--- src/rtl/core_pkg.sv ---
`default_nettype none
// ============================================================================
// core_pkg
// ----------------------------------------------------------------------------
// Shared encodings for the multicycle core: opcodes, FSM states and branch
// conditions, plus small decode helpers used by the top level.
// Revision: 1.0 - initial release
// ============================================================================
package core_pkg;

  localparam int unsigned DATA_W = 16;
  localparam int unsigned NREGS  = 16;

  typedef enum logic [3:0] {
    OP_ADD  = 4'h0,
    OP_ADDI = 4'h1,
    OP_SUB  = 4'h2,
    OP_LW   = 4'h3,
    OP_SW   = 4'h4,
    OP_LUI  = 4'h5,
    OP_CMP  = 4'h6,
    OP_BR   = 4'h7,
    OP_JMP  = 4'h8,
    OP_SLL  = 4'h9,
    OP_SLR  = 4'hA,
    OP_AND  = 4'hB,
    OP_NAND = 4'hC,
    OP_OR   = 4'hD,
    OP_NOT  = 4'hE,
    OP_LLI  = 4'hF
  } opcode_e;

  typedef enum logic [2:0] {
    ST_FETCH  = 3'd0,
    ST_DECODE = 3'd1,
    ST_EXEC   = 3'd2,
    ST_FETCH2 = 3'd3,
    ST_MEM_RD = 3'd4,
    ST_MEM_WR = 3'd5,
    ST_HALT   = 3'd6
  } state_e;

  typedef enum logic [3:0] {
    BR_EQ = 4'h0,
    BR_NE = 4'h1,
    BR_LT = 4'h2,
    BR_LE = 4'h3,
    BR_GT = 4'h4,
    BR_GE = 4'h5
  } brcond_e;

  // LW, SW, BR and JMP carry a second word holding the low target bits.
  function automatic logic is_two_word(input logic [3:0] op);
    return (op == OP_LW) || (op == OP_SW) || (op == OP_BR) || (op == OP_JMP);
  endfunction

  // Condition codes 6..F are reserved and never taken.
  function automatic logic br_taken(input logic [3:0] cond, input logic z, input logic n);
    logic t;
    case (cond)
      BR_EQ:   t = z;
      BR_NE:   t = !z;
      BR_LT:   t = n;
      BR_LE:   t = z | n;
      BR_GT:   t = !z & !n;
      BR_GE:   t = !n;
      default: t = 1'b0;
    endcase
    return t;
  endfunction

endpackage
`default_nettype wire

--- src/rtl/core_regfile.sv ---
`default_nettype none
// ============================================================================
// core_regfile
// ----------------------------------------------------------------------------
// 16 x 16-bit register file: two asynchronous read ports, one synchronous
// write port, asynchronous clear. A read of the register being written in
// the same cycle returns the old contents.
//   clk, rst_n            : clock, asynchronous active-low clear
//   ra_i / rdata_a_o      : read port A
//   rb_i / rdata_b_o      : read port B
//   we_i, waddr_i, wdata_i: write port
// Revision: 1.0 - initial release
// ============================================================================
module core_regfile
  import core_pkg::*;
(
  input  logic              clk,
  input  logic              rst_n,
  input  logic [3:0]        ra_i,
  input  logic [3:0]        rb_i,
  output logic [DATA_W-1:0] rdata_a_o,
  output logic [DATA_W-1:0] rdata_b_o,
  input  logic              we_i,
  input  logic [3:0]        waddr_i,
  input  logic [DATA_W-1:0] wdata_i
);

  logic [DATA_W-1:0] regs_q [NREGS];

  always_ff @(posedge clk or negedge rst_n) begin
    if (!rst_n) begin
      for (int i = 0; i < int'(NREGS); i++) begin
        regs_q[i] <= '0;
      end
    end else if (we_i) begin
      regs_q[waddr_i] <= wdata_i;
    end
  end

  assign rdata_a_o = regs_q[ra_i];
  assign rdata_b_o = regs_q[rb_i];

endmodule
`default_nettype wire

--- src/rtl/multicycle_core.sv ---
`default_nettype none
// ============================================================================
// multicycle_core
// ----------------------------------------------------------------------------
// 16-bit multicycle processor with a single shared memory port.
//   clk, rst_n    : clock, asynchronous active-low reset
//   mem_rdata     : read data, valid when mem_req && mem_ready
//   mem_ready     : memory completes the current request
//   mem_req       : request valid
//   mem_we        : request is a write
//   mem_addr      : request address (ADDR_W bits)
//   mem_wdata     : write data
//   halted        : core stopped after a self-jump
// Revision: 1.0 - initial release
// ============================================================================
module multicycle_core
  import core_pkg::*;
#(
  parameter int unsigned ADDR_W   = 24,
  parameter logic [23:0] RESET_PC = 24'h003C8C
) (
  input  logic              clk,
  input  logic              rst_n,
  input  logic [DATA_W-1:0] mem_rdata,
  input  logic              mem_ready,
  output logic              mem_req,
  output logic              mem_we,
  output logic [ADDR_W-1:0] mem_addr,
  output logic [DATA_W-1:0] mem_wdata,
  output logic              halted
);

  state_e state_q, state_d;

  logic [ADDR_W-1:0] pc_q, pc_d;
  logic [ADDR_W-1:0] ia_q, ia_d;       // address of the current first word
  logic [DATA_W-1:0] ir_q, ir_d;
  logic [DATA_W-1:0] w2_q, w2_d;
  logic [DATA_W-1:0] a_q, a_d;         // R[rs] captured in DECODE
  logic [DATA_W-1:0] b_q, b_d;         // R[rd] captured in DECODE
  logic              z_q, z_d;
  logic              n_q, n_d;

  opcode_e     op;
  logic [3:0]  rs, rd, sh;
  logic [7:0]  imm;

  assign op  = opcode_e'(ir_q[15:12]);
  assign rs  = ir_q[11:8];
  assign rd  = ir_q[7:4];
  assign imm = ir_q[7:0];
  assign sh  = ir_q[3:0];

  // Target of a two-word instruction. In FETCH2 the second word is still on
  // the read bus; once latched it is taken from w2_q.
  logic [23:0]       tgt_f2_full, tgt_mem_full;
  logic [ADDR_W-1:0] tgt_f2, tgt_mem;

  assign tgt_f2_full  = {imm, mem_rdata};
  assign tgt_mem_full = {imm, w2_q};
  assign tgt_f2       = tgt_f2_full[ADDR_W-1:0];
  assign tgt_mem      = tgt_mem_full[ADDR_W-1:0];

  logic bus_state;
  logic xfer;

  assign bus_state = (state_q == ST_FETCH) || (state_q == ST_FETCH2) ||
                     (state_q == ST_MEM_RD) || (state_q == ST_MEM_WR);
  assign xfer      = bus_state && mem_ready;

  logic              rf_we;
  logic [3:0]        rf_waddr;
  logic [DATA_W-1:0] rf_wdata;
  logic [DATA_W-1:0] rf_rdata_a, rf_rdata_b;

  core_regfile u_regfile (
    .clk       (clk),
    .rst_n     (rst_n),
    .ra_i      (rs),
    .rb_i      (rd),
    .rdata_a_o (rf_rdata_a),
    .rdata_b_o (rf_rdata_b),
    .we_i      (rf_we),
    .waddr_i   (rf_waddr),
    .wdata_i   (rf_wdata)
  );

  // --------------------------------------------------------------------------
  // FSM: state register
  // --------------------------------------------------------------------------
  always_ff @(posedge clk or negedge rst_n) begin
    if (!rst_n) begin
      state_q <= ST_FETCH;
    end else begin
      state_q <= state_d;
    end
  end

  // --------------------------------------------------------------------------
  // FSM: next state
  // --------------------------------------------------------------------------
  always_comb begin
    state_d = state_q;
    unique case (state_q)
      ST_FETCH:  if (xfer) state_d = ST_DECODE;
      ST_DECODE: state_d = is_two_word(op) ? ST_FETCH2 : ST_EXEC;
      ST_EXEC:   state_d = ST_FETCH;
      ST_FETCH2: begin
        if (xfer) begin
          case (op)
            OP_LW:   state_d = ST_MEM_RD;
            OP_SW:   state_d = ST_MEM_WR;
            OP_JMP:  state_d = (tgt_f2 == ia_q) ? ST_HALT : ST_FETCH;
            default: state_d = ST_FETCH;
          endcase
        end
      end
      ST_MEM_RD, ST_MEM_WR: if (xfer) state_d = ST_FETCH;
      ST_HALT:   state_d = ST_HALT;
      default:   state_d = ST_FETCH;
    endcase
  end

  // --------------------------------------------------------------------------
  // FSM: outputs. The bus is forced idle while reset is held, since the
  // state register already reads FETCH during reset.
  // --------------------------------------------------------------------------
  always_comb begin
    mem_req   = 1'b0;
    mem_we    = 1'b0;
    mem_addr  = '0;
    mem_wdata = '0;
    halted    = (state_q == ST_HALT);
    if (rst_n) begin
      case (state_q)
        ST_FETCH, ST_FETCH2: begin
          mem_req  = 1'b1;
          mem_addr = pc_q;
        end
        ST_MEM_RD: begin
          mem_req  = 1'b1;
          mem_addr = tgt_mem;
        end
        ST_MEM_WR: begin
          mem_req   = 1'b1;
          mem_we    = 1'b1;
          mem_addr  = tgt_mem;
          mem_wdata = a_q;
        end
        default: ;
      endcase
    end
  end

  // --------------------------------------------------------------------------
  // Datapath next-state and register-file write
  // --------------------------------------------------------------------------
  always_comb begin
    pc_d     = pc_q;
    ia_d     = ia_q;
    ir_d     = ir_q;
    w2_d     = w2_q;
    a_d      = a_q;
    b_d      = b_q;
    z_d      = z_q;
    n_d      = n_q;
    rf_we    = 1'b0;
    rf_waddr = rd;
    rf_wdata = '0;

    case (state_q)
      ST_FETCH: begin
        if (xfer) begin
          ir_d = mem_rdata;
          ia_d = pc_q;
          pc_d = pc_q + ADDR_W'(1);
        end
      end

      ST_DECODE: begin
        a_d = rf_rdata_a;
        b_d = rf_rdata_b;
      end

      ST_EXEC: begin
        rf_we = 1'b1;
        case (op)
          OP_ADD:  rf_wdata = a_q + b_q;
          OP_SUB:  rf_wdata = b_q - a_q;
          OP_ADDI: begin rf_waddr = rs; rf_wdata = a_q + {8'h00, imm}; end
          OP_SLL:  rf_wdata = a_q << sh;
          OP_SLR:  rf_wdata = a_q >> sh;
          OP_AND:  rf_wdata = a_q & b_q;
          OP_NAND: rf_wdata = ~(a_q & b_q);
          OP_OR:   rf_wdata = a_q | b_q;
          OP_NOT:  rf_wdata = ~a_q;
          OP_LUI:  begin rf_waddr = rs; rf_wdata = {imm, a_q[7:0]}; end
          OP_LLI:  begin rf_waddr = rs; rf_wdata = {a_q[15:8], imm}; end
          OP_CMP:  begin
            rf_we = 1'b0;
            z_d   = (a_q == b_q);
            n_d   = (a_q < b_q);
          end
          default: rf_we = 1'b0;
        endcase
      end

      ST_FETCH2: begin
        if (xfer) begin
          w2_d = mem_rdata;
          pc_d = pc_q + ADDR_W'(1);
          if (op == OP_JMP) begin
            pc_d = tgt_f2;
          end else if ((op == OP_BR) && br_taken(rs, z_q, n_q)) begin
            pc_d = tgt_f2;
          end
        end
      end

      ST_MEM_RD: begin
        if (xfer) begin
          rf_we    = 1'b1;
          rf_wdata = mem_rdata;
        end
      end

      default: ;
    endcase
  end

  always_ff @(posedge clk or negedge rst_n) begin
    if (!rst_n) begin
      pc_q <= RESET_PC[ADDR_W-1:0];
      ia_q <= '0;
      ir_q <= '0;
      w2_q <= '0;
      a_q  <= '0;
      b_q  <= '0;
      z_q  <= 1'b0;
      n_q  <= 1'b0;
    end else begin
      pc_q <= pc_d;
      ia_q <= ia_d;
      ir_q <= ir_d;
      w2_q <= w2_d;
      a_q  <= a_d;
      b_q  <= b_d;
      z_q  <= z_d;
      n_q  <= n_d;
    end
  end

endmodule
`default_nettype wire

--- config.mk ---
export PLATFORM = sky130hd
export DESIGN_NAME = multicycle_core
export DESIGN_NICKNAME = d
export VERILOG_FILES = /design/src/rtl/core_pkg.sv /design/src/rtl/core_regfile.sv /design/src/rtl/multicycle_core.sv
export SDC_FILE = /design/constraint.sdc
export NUM_CORES = 1
export LEC_CHECK = 0
export CELL_PAD_IN_SITES_DETAIL_PLACEMENT = 0
export CELL_PAD_IN_SITES_GLOBAL_PLACEMENT = 1
export CORE_UTILIZATION = 51
export DETAILED_ROUTE_END_ITERATION = 16
export GPL_TIMING_DRIVEN = 0
export HOLD_SLACK_MARGIN = 0.02
export PLACE_DENSITY_LB_ADDON = 0.25
export SKIP_CTS_REPAIR_TIMING = 1
export SYNTH_ARGS = -nofsm -noshare
export SYNTH_HDL_FRONTEND = slang
export SYNTH_SLANG_ARGS = --single-unit
--- constraint.sdc ---
create_clock -name clk -period 5.05 [get_ports clk]
set_input_delay 1.01 -clock clk [delete_from_list [all_inputs] [get_ports clk]]
set_output_delay 1.01 -clock clk [all_outputs]
set_load 0.005 [all_outputs]
==> reports/qor.log, run 1 <==
INFO  layout         layout.core_utilization=58.4%
INFO  critical_path  setup.worst_path.start_class=flop
INFO  flow_run       drv.max_cap_violation_count=0
INFO  timing         report.final.setup_viol=0
INFO  drt            wl=92.7mm
INFO  place          post-place-cells=2939
INFO  logic_synthesis post_synthesis_sequential_area_ratio=37.6%
INFO  logic_synthesis synth-seq-cells=373
INFO  drt            drc=0
INFO  clock_network  cts_made_buffers=43
INFO  clock_network  clock_path_buffers=3
INFO  logic_synthesis syn_avg_cell_area=11.0um2
INFO  logic_synthesis post_synth_inst_count=2261
INFO  critical_path  crit_family=buffers and inverters
INFO  critical_path  rr_worst_depth=15
INFO  critical_path  cp_slowest_cell=sky130_fd_sc_hd__or4_1
INFO  critical_path  crit_path_max_incr_delay=0.65ns
INFO  critical_path  worst-endpoint-required=5.49ns
INFO  layout         layout.cells.non_filler=3019
INFO  floorplanning  dieWidth=223um
INFO  floorplanning  fp.dieH=223um
INFO  clock_network  cts.sink_count=373
INFO  status         outcome=finished, final reports clean
INFO  critical_path  crit_path_max_fanout=10
INFO  timing         fmax=204MHz
INFO  critical_path  r2r_end=u_regfile.regs_q[107]$_DFFE_PN0P_
INFO  global_routing grt_remaining_overflow=0
INFO  floorplanning  design.core.area=47800um2
INFO  floorplanning  initial_core_util=51.9%
INFO  global_routing grt_start_max_net_pins=122
INFO  drt            drt.antenna.violating_nets=0
INFO  place          finalWeightedCongestion=0.977
INFO  timing         final.setup_skew=0.0235ns
INFO  place          place.detailed.hpwl=70.8mm
INFO  critical_path  crit_top_cell=sky130_fd_sc_hd__clkbuf_2
INFO  critical_path  timing.critical_path.cells=clkbuf_1 -> clkbuf_2 -> buf_2 -> nand2_1 -> o21ai_1 -> ha_1 -> a21oi_1 -> o22ai_1 -> nor2_2 -> mux2i_1 -> or4_1 -> o21ai_4 -> buf_12 -> clkbuf_2 -> o21ai_0
INFO  place          port-buffer-count=60
INFO  layout         area.growth.synth_to_final=12.6%
INFO  layout         finish.net_count=2459
INFO  layout         drive_gt1_share=25.0%
INFO  layout         filler_cell_count=4052
INFO  logic_synthesis asyncSetResetFlopFracSynth=100%
INFO  floorplanning  die_area=49600um2
INFO  critical_path  critPathCapture=u_regfile.regs_q[107]$_DFFE_PN0P_
INFO  critical_path  timing.critical_path.buf_inv=5
INFO  logic_synthesis synth.net_count=2348
INFO  clock_network  ctsRootBufferMaster=sky130_fd_sc_hd__clkbuf_16
INFO  layout         finish.instance_area=28000um2
INFO  timing         finalCriticalPeriod=4.90ns
INFO  timing         tightest_slew=1.42ns
INFO  critical_path  worstSetupStartpoint=ir_q[5]$_DFFE_PN0P_
INFO  critical_path  setup.reg_to_reg.worst_slack=0.15ns
INFO  power          pwr_per_cell_area=634nW/um2
INFO  logic_synthesis synth-warning-count=0
INFO  logic_synthesis ys.flop_type=sky130_fd_sc_hd__dfrtp_1
INFO  global_routing grt_util_all_layers=38.0%
INFO  critical_path  timing_worst_setup_path_type=reg -> reg
INFO  clock_network  worst_setup_hold_path_clk_slew=0.06ns
INFO  clock_network  clock_insertion_delay_worst_skew=0.59ns
INFO  logic_synthesis post_synth_instance_area=24800um2
INFO  global_routing grt_pass1_wl=138mm
INFO  critical_path  cp.arrival=5.34ns
INFO  logic_synthesis number_of_flops_mapped_to_enable_cells_by_yosys=0
INFO  global_routing vias_in_the_first_global_route=20288
INFO  drt            vias_per_cell=6.75
INFO  timing         setup_tns=0ns
INFO  timing         report.final.slew_viol_count=0
INFO  logic_synthesis synth_cell_type_count=99
INFO  drt            wl_per_cell=30.7um
INFO  floorplanning  top_level_ports=62
INFO  place          dpl_cell_area=26300um2
INFO  drt            vias=20387
INFO  power          peakVddDrop=0.000337V
INFO  critical_path  worst_r2r_startpoint=ir_q[5]$_DFFE_PN0P_
INFO  clock_network  cts-htree-levels=2
INFO  timing         final.period_utilization=97.0%
INFO  critical_path  cp-end-kind=flop
INFO  timing         timing.slew.headroom=5.15%
INFO  drt            detail_route.iter0.violations=1982
INFO  clock_network  cts_tree=yes
INFO  power          cellLeakagePower=11.5nW
INFO  critical_path  timing.critical_path.depth=15
INFO  global_routing number_of_antenna_violations_at_the_first_check_in_global_routing=0
INFO  timing         hold_viol=0
INFO  hold_path      worst_hold_path_type=in -> async
INFO  drt            detailedRoute.firstPassIterationCount=6
INFO  floorplanning  rows=80
INFO  layout         insertedDiodeCount=0
cells in the mapped netlist (6+ instances only):
cell	number	area share [%]
sky130_fd_sc_hd__dfrtp_1	366	37
sky130_fd_sc_hd__nand2_1	185	2.8
sky130_fd_sc_hd__mux4_2	180	16
sky130_fd_sc_hd__mux2_2	172	7.8
sky130_fd_sc_hd__o21ai_0	148	3.0
sky130_fd_sc_hd__nor2_1	135	2.0
sky130_fd_sc_hd__a21oi_1	112	2.3
sky130_fd_sc_hd__clkbuf_1	100	1.5
sky130_fd_sc_hd__ha_1	66	3.3
sky130_fd_sc_hd__inv_1	66	1.0
sky130_fd_sc_hd__nor2b_1	49	1.2
sky130_fd_sc_hd__buf_2	44	0.89
sky130_fd_sc_hd__nand3_1	42	0.85
sky130_fd_sc_hd__mux2i_1	41	1.7
sky130_fd_sc_hd__a22oi_1	32	0.97
sky130_fd_sc_hd__nand4_1	31	0.78
sky130_fd_sc_hd__mux2_1	28	1.3
sky130_fd_sc_hd__xnor2_1	28	0.99
sky130_fd_sc_hd__a31oi_1	25	0.63
sky130_fd_sc_hd__and2_1	25	0.63
sky130_fd_sc_hd__mux2_4	22	1.3
sky130_fd_sc_hd__nor3_1	21	0.42
sky130_fd_sc_hd__buf_1	20	0.30
sky130_fd_sc_hd__a211oi_1	18	0.54
sky130_fd_sc_hd__o22ai_1	16	0.40
sky130_fd_sc_hd__o31ai_1	15	0.45
sky130_fd_sc_hd__buf_4	14	0.42
sky130_fd_sc_hd__nand2b_1	14	0.35
sky130_fd_sc_hd__xor2_1	13	0.46
sky130_fd_sc_hd__nor4_1	12	0.30
sky130_fd_sc_hd__or3_1	11	0.28
sky130_fd_sc_hd__inv_2	10	0.15
sky130_fd_sc_hd__and3_1	8	0.20
sky130_fd_sc_hd__nand3b_1	8	0.24
sky130_fd_sc_hd__o311ai_0	8	0.28
sky130_fd_sc_hd__dfstp_2	7	0.74
sky130_fd_sc_hd__o211ai_1	7	0.21
sky130_fd_sc_hd__o21a_1	7	0.21
sky130_fd_sc_hd__o21ai_1	7	0.14
sky130_fd_sc_hd__a2111oi_0	6	0.21
sky130_fd_sc_hd__a21o_1	6	0.18
sky130_fd_sc_hd__buf_6	6	0.27
sky130_fd_sc_hd__or3b_2	6	0.21
cell families (layout without fill, tap and decap cells):
kind of cell    Yosys count  count (layout)  synth area share (%)
compound gates          489             489                  12.7
xor+xnor                 41              41                  1.45
fa+ha+maj                68              68                  3.49
buf+inv                 265             408                  4.69
flops                   373             373                  37.6
mux                     444             444                  28.5
simple gates            581             581                  11.5
per-layer routing:
layer / track usage (%) / up-vias / part of all wire (%)
met5: 0 / - / 0
met4: 20.3 / 0 / 6.0
met3: 7.39 / 284 / 7.5
met2: 58.7 / 1048 / 46
met1: 50.7 / 10362 / 41
li1: - / 8693 / -
worst register-to-register path, cell delays in order, from the launching register on:
cell	delay (ns)
sky130_fd_sc_hd__dfrtp_1	0.32
sky130_fd_sc_hd__clkbuf_1	0.57
sky130_fd_sc_hd__clkbuf_2	0.47
sky130_fd_sc_hd__buf_2	0.60
sky130_fd_sc_hd__nand2_1	0.10
sky130_fd_sc_hd__o21ai_1	0.25
sky130_fd_sc_hd__ha_1	0.36
sky130_fd_sc_hd__a21oi_1	0.12
sky130_fd_sc_hd__o22ai_1	0.30
sky130_fd_sc_hd__nor2_2	0.14
sky130_fd_sc_hd__mux2i_1	0.14
sky130_fd_sc_hd__or4_1	0.65
sky130_fd_sc_hd__o21ai_4	0.21
sky130_fd_sc_hd__buf_12	0.16
sky130_fd_sc_hd__clkbuf_2	0.26
sky130_fd_sc_hd__o21ai_0	0.14
cells in the final DEF (no fill, tap or decap), drive strengths merged, types with 27 or more instances in the layout:
cell type      instances
o21ai                160
clkdlybuf4s50         59
clkbuf               170
inv                   78
ha                    66
xnor2                 28
nor2                 139
mux2i                 41
nand4                 31
nand2                185
a21oi                113
mux2                 222
a31oi                 27
a22oi                 32
nor2b                 49
mux4                 181
nand3                 42
buf                   91
dfrtp                366
final cells by class:
class	instances	area [um2]	area share, %
inverters	76	285	1.02
multi-input cells	1623	14500	51.8
well taps	615	769	2.75
repair buffers	68	738	2.64
flip-flops and latches	373	9340	33.4
clock inverters	12	190	0.680
plain buffers	187	883	3.16
clock buffers	65	1260	4.50
report_power, final:
part | internal (mW) | switching [mW] | leakage, nW | total [mW]
combinational | 3.84 | 5.81 | 5.89 | 9.65
sequential | 3.93 | 0.931 | 4.91 | 4.86
clock | 1.89 | 1.32 | 0.699 | 3.21
total | 9.66 | 8.06 | 11.5 | 17.7
how the worst min path moves through the flow:
stage	cells after the start	to	start	slack (ns)
6_report	1	u_regfile.regs_q[116]$_DFFE_PN0P_	rst_n	0.28
5_1_grt	1	u_regfile.regs_q[99]$_DFFE_PN0P_	rst_n	0.29
4_1_cts	1	u_regfile.regs_q[116]$_DFFE_PN0P_	rst_n	0.28
3_5_place_dp	2	u_regfile.regs_q[7]$_DFFE_PN0P_	u_regfile.regs_q[7]$_DFFE_PN0P_	0.49
3_3_place_gp	2	u_regfile.regs_q[19]$_DFFE_PN0P_	u_regfile.regs_q[19]$_DFFE_PN0P_	0.47
2_1_floorplan	2	u_regfile.regs_q[145]$_DFFE_PN0P_	u_regfile.regs_q[145]$_DFFE_PN0P_	0.46
stage by stage:
stage | power, mW | worst slack (ns) | hold WS (ns)
after floorplan | 10.7 | 1.05 | 0.461
after global placement | 14.0 | -13.15 | 0.472
after detailed placement | 14.1 | -0.817 | 0.486
after CTS | 17.4 | -0.843 | 0.280
after global routing | 18.4 | -0.00310 | 0.293
final | 17.7 | 0.154 | 0.284
flip-flops by register name (all words and copies together) (netlist names):
register and cells:
w2_q 16, n_q 1, pc_q 24, z_q 1
ir_q 16, b_q 16, u_regfile.regs_q 256, state_q 3
a_q 16, ia_q 24
Note: power is estimated with default switching activity, not from simulation.
==> run 2, diff against run 1 <==
--- a/config.mk
+++ b/config.mk
@@ -7,9 +7,10 @@
 export LEC_CHECK = 0
 export CELL_PAD_IN_SITES_DETAIL_PLACEMENT = 0
 export CELL_PAD_IN_SITES_GLOBAL_PLACEMENT = 1
+export CORE_ASPECT_RATIO = 0.5
 export CORE_UTILIZATION = 51
 export DETAILED_ROUTE_END_ITERATION = 16
-export GPL_TIMING_DRIVEN = 0
+export GPL_TIMING_DRIVEN = 1
 export HOLD_SLACK_MARGIN = 0.02
 export PLACE_DENSITY_LB_ADDON = 0.25
 export SKIP_CTS_REPAIR_TIMING = 1
==> run 2 against run 1 <==
Maximum frequency grew 10%; clock skew is 0.0042 ns lower; routed wire length down 13%; sequential share of layout area grew 0.94 points; count of clock-buffer cells in the layout fell by 9; sequential power up 3%; clock power is 6% lower; die area increased by 0.10%; critical endpoint is now u_regfile.regs_q[238]$_DFFE_PN0P_; core utilization down 1.0 points; via count is 3.5% lower; critical path type unchanged; hold slack lost 0.044 ns; cell count down 3.8%.
==> reports/qor.log, run 2 (synthesis gave the netlist of run 1 again) <==
INFO  status         outcome=finished, final reports clean
INFO  power          pwr_per_cell_area=610nW/um2
INFO  floorplanning  dieWidth=314um
INFO  power          total_power_draw=16.6mW
INFO  critical_path  crit_path_max_fanout=23
INFO  critical_path  worst_r2r_startpoint=ir_q[13]$_DFFE_PN0P_
INFO  critical_path  rr_worst_depth=16
INFO  clock_network  worst_setup_hold_path_clk_slew=0.07ns
INFO  layout         finish.net_count=2325
INFO  critical_path  worstSetupStartpoint=ir_q[13]$_DFFE_PN0P_
INFO  power          peakVddDrop=0.000369V
INFO  timing         report.final.setup_viol=0
INFO  global_routing grt_remaining_overflow=0
INFO  critical_path  timing_worst_setup_path_type=reg -> reg
INFO  layout         drive_gt1_share=25.1%
INFO  layout         multiInputGateArea=14400um2
INFO  timing         final.setup_skew=0.0193ns
INFO  critical_path  crit_path_max_incr_delay=0.74ns
INFO  timing         fmax=225MHz
INFO  layout         layout.cells.most_common_list=sky130_fd_sc_hd__dfrtp_1 (361), sky130_fd_sc_hd__nand2_1 (185), sky130_fd_sc_hd__mux4_2 (180)
INFO  timing         report.final.slew_viol_count=0
INFO  flow_run       drv.max_cap_violation_count=0
INFO  clock_network  ctsRootBufferMaster=sky130_fd_sc_hd__clkbuf_16
INFO  timing         grt_setup_unrepaired=false
INFO  clock_network  cts-htree-levels=2
INFO  timing         final.period_utilization=87.8%
INFO  power          cellLeakagePower=11.2nW
INFO  drt            drc=0
INFO  floorplanning  design.core.area=47400um2
INFO  layout         layout.core_utilization=57.4%
INFO  global_routing grt_start_max_net_pins=143
INFO  clock_network  cts_made_buffers=38
INFO  critical_path  cp.arrival=4.94ns
INFO  critical_path  r2r_end=u_regfile.regs_q[238]$_DFFE_PN0P_
INFO  critical_path  cp-end-kind=flop
INFO  layout         insertedDiodeCount=0
INFO  clock_network  cts_tree=yes
INFO  critical_path  setup.reg_to_reg.worst_slack=0.61ns
INFO  critical_path  timing.critical_path.cells=or3b_1 -> nor2_1 -> buf_4 -> nand2_1 -> o21ai_0 -> ha_1 -> inv_1 -> fa_1 -> nor2b_1 -> buf_4 -> o31ai_1 -> a21oi_1 -> a31oi_1 -> or3_1 -> a31oi_2 -> mux2_2
INFO  layout         area.growth.synth_to_final=9.67%
INFO  critical_path  worst-endpoint-required=5.55ns
INFO  floorplanning  rows=56
INFO  timing         final.setup.worst_slack=0.614ns
INFO  timing         tightest_slew=1.11ns
INFO  drt            detailedRoute.firstPassIterationCount=6
INFO  timing         hold_viol=0
INFO  clock_network  clock_insertion_delay_worst_skew=0.57ns
INFO  layout         filler_cell_count=4007
INFO  floorplanning  fp.dieH=158um
INFO  hold_path      worst_hold_path_type=in -> async
INFO  drt            wl=80.9mm
INFO  clock_network  cts.sink_count=373
INFO  drt            vias=19679
INFO  layout         regMostFlops=u_regfile.regs_q
INFO  floorplanning  initial_core_util=52.3%
INFO  global_routing grt_util_all_layers=33.3%
INFO  floorplanning  die_area=49600um2
INFO  critical_path  cp_slowest_cell=sky130_fd_sc_hd__a31oi_2
INFO  layout         leading_cell_type_in_the_layout_fill_and_taps_excluded=sky130_fd_sc_hd__dfrtp_1
INFO  place          place_worst_setup_slack=0.759ns
INFO  global_routing number_of_antenna_violations_at_the_first_check_in_global_routing=0
INFO  timing         timing.slew.headroom=26.2%
INFO  critical_path  setup.worst_path.start_class=flop
INFO  layout         seq_area=9360um2
INFO  clock_network  clock_path_buffers=3
INFO  place          place.detailed.hpwl=54.7mm
INFO  drt            detail_route.iter0.violations=2430
INFO  global_routing grt_pass1_wl=123mm
INFO  layout         number_of_flip_flops_under_the_largest_register_name=256
INFO  drt            wl_per_cell=27.9um
INFO  timing         finalCriticalPeriod=4.44ns
INFO  place          finalWeightedCongestion=1.04
INFO  critical_path  crit_top_cell=sky130_fd_sc_hd__buf_4
INFO  floorplanning  top_level_ports=62
INFO  timing         setup_tns=0ns
INFO  drt            vias_per_cell=6.78
INFO  drt            drt.antenna.violating_nets=0
INFO  place          port-buffer-count=61
INFO  layout         biggestRegsByFlops=u_regfile.regs_q: 256 flops, ia_q: 24 flops, pc_q: 24 flops
INFO  global_routing vias_in_the_first_global_route=18977
## run 2: cell count changes in the layout (fill, tap and decap cells not counted), sizes merged
cell,before,now
clkinvlp,2,1
clkinv,5,6
buf,91,66
clkdlybuf4s50,59,60
bufinv,3,4
clkbuf,170,56
inv,78,77
## run 2: layout make-up
class                      count  share of cell area (%)
clock buffer                  56                    4.07
clock inverter                12                   0.758
inverter                      76                    1.05
multi-input combinational   1623                    52.7
sequential                   373                    34.4
tap                          638                    2.93
timing repair buffer         126                    4.10
## run 2: worst max-delay path, delay by kind of cell, from the launching register on
family | cells | cell delay (ns)
compound gates | 5 | 1.37
fa+ha+maj | 2 | 0.63
buf+inv | 3 | 0.47
flops | 1 | 0.37
mux | 1 | 0.30
simple gates | 5 | 1.20
## run 2: power by group
group	switching [mW]	internal (mW)	total, mW
Clock	1.29	1.74	3.03
Sequential	1.07	3.93	5.00
Combinational	4.91	3.66	8.58
Total	7.27	9.34	16.6
## run 2: worst max path at each step
stage / to / slack [ns]
after floorplan: u_regfile.regs_q[91]$_DFFE_PN0P_ / 1.05
after global placement: u_regfile.regs_q[30]$_DFFE_PN0P_ / 0.83
after detailed placement: u_regfile.regs_q[238]$_DFFE_PN0P_ / 0.76
after CTS: u_regfile.regs_q[238]$_DFFE_PN0P_ / 0.74
after global routing: u_regfile.regs_q[238]$_DFFE_PN0P_ / 0.42
final: u_regfile.regs_q[238]$_DFFE_PN0P_ / 0.61
## run 2: metal layers
layer,vias up,GRT usage (%),routed length [um]
li1,8403,-,-
met1,10033,48.2,35000
met2,1047,48.7,34600
met3,196,8.00,8190
met4,0,11.7,3080
met5,-,0,0
## run 2: per-stage QoR
stage / instance area [um2] / hold WS [ns] / cells
6_report: 27200 / 0.241 / 2904
5_1_grt: 27200 / 0.226 / 2904
4_1_cts: 27200 / 0.224 / 2904
3_5_place_dp: 25900 / 0.490 / 2836
3_3_place_gp: 25900 / 0.475 / 2836
2_1_floorplan: 24800 / 0.461 / 2261
==> run 3, diff against run 2 <==
--- a/config.mk
+++ b/config.mk
@@ -14,6 +14,7 @@
 export HOLD_SLACK_MARGIN = 0.02
 export PLACE_DENSITY_LB_ADDON = 0.25
 export SKIP_CTS_REPAIR_TIMING = 1
+export SLEW_MARGIN = 20
 export SYNTH_ARGS = -nofsm -noshare
 export SYNTH_HDL_FRONTEND = slang
 export SYNTH_SLANG_ARGS = --single-unit
==> results of run 3 <==
The final DEF is identical to that of run 2; final timing and power are the same.
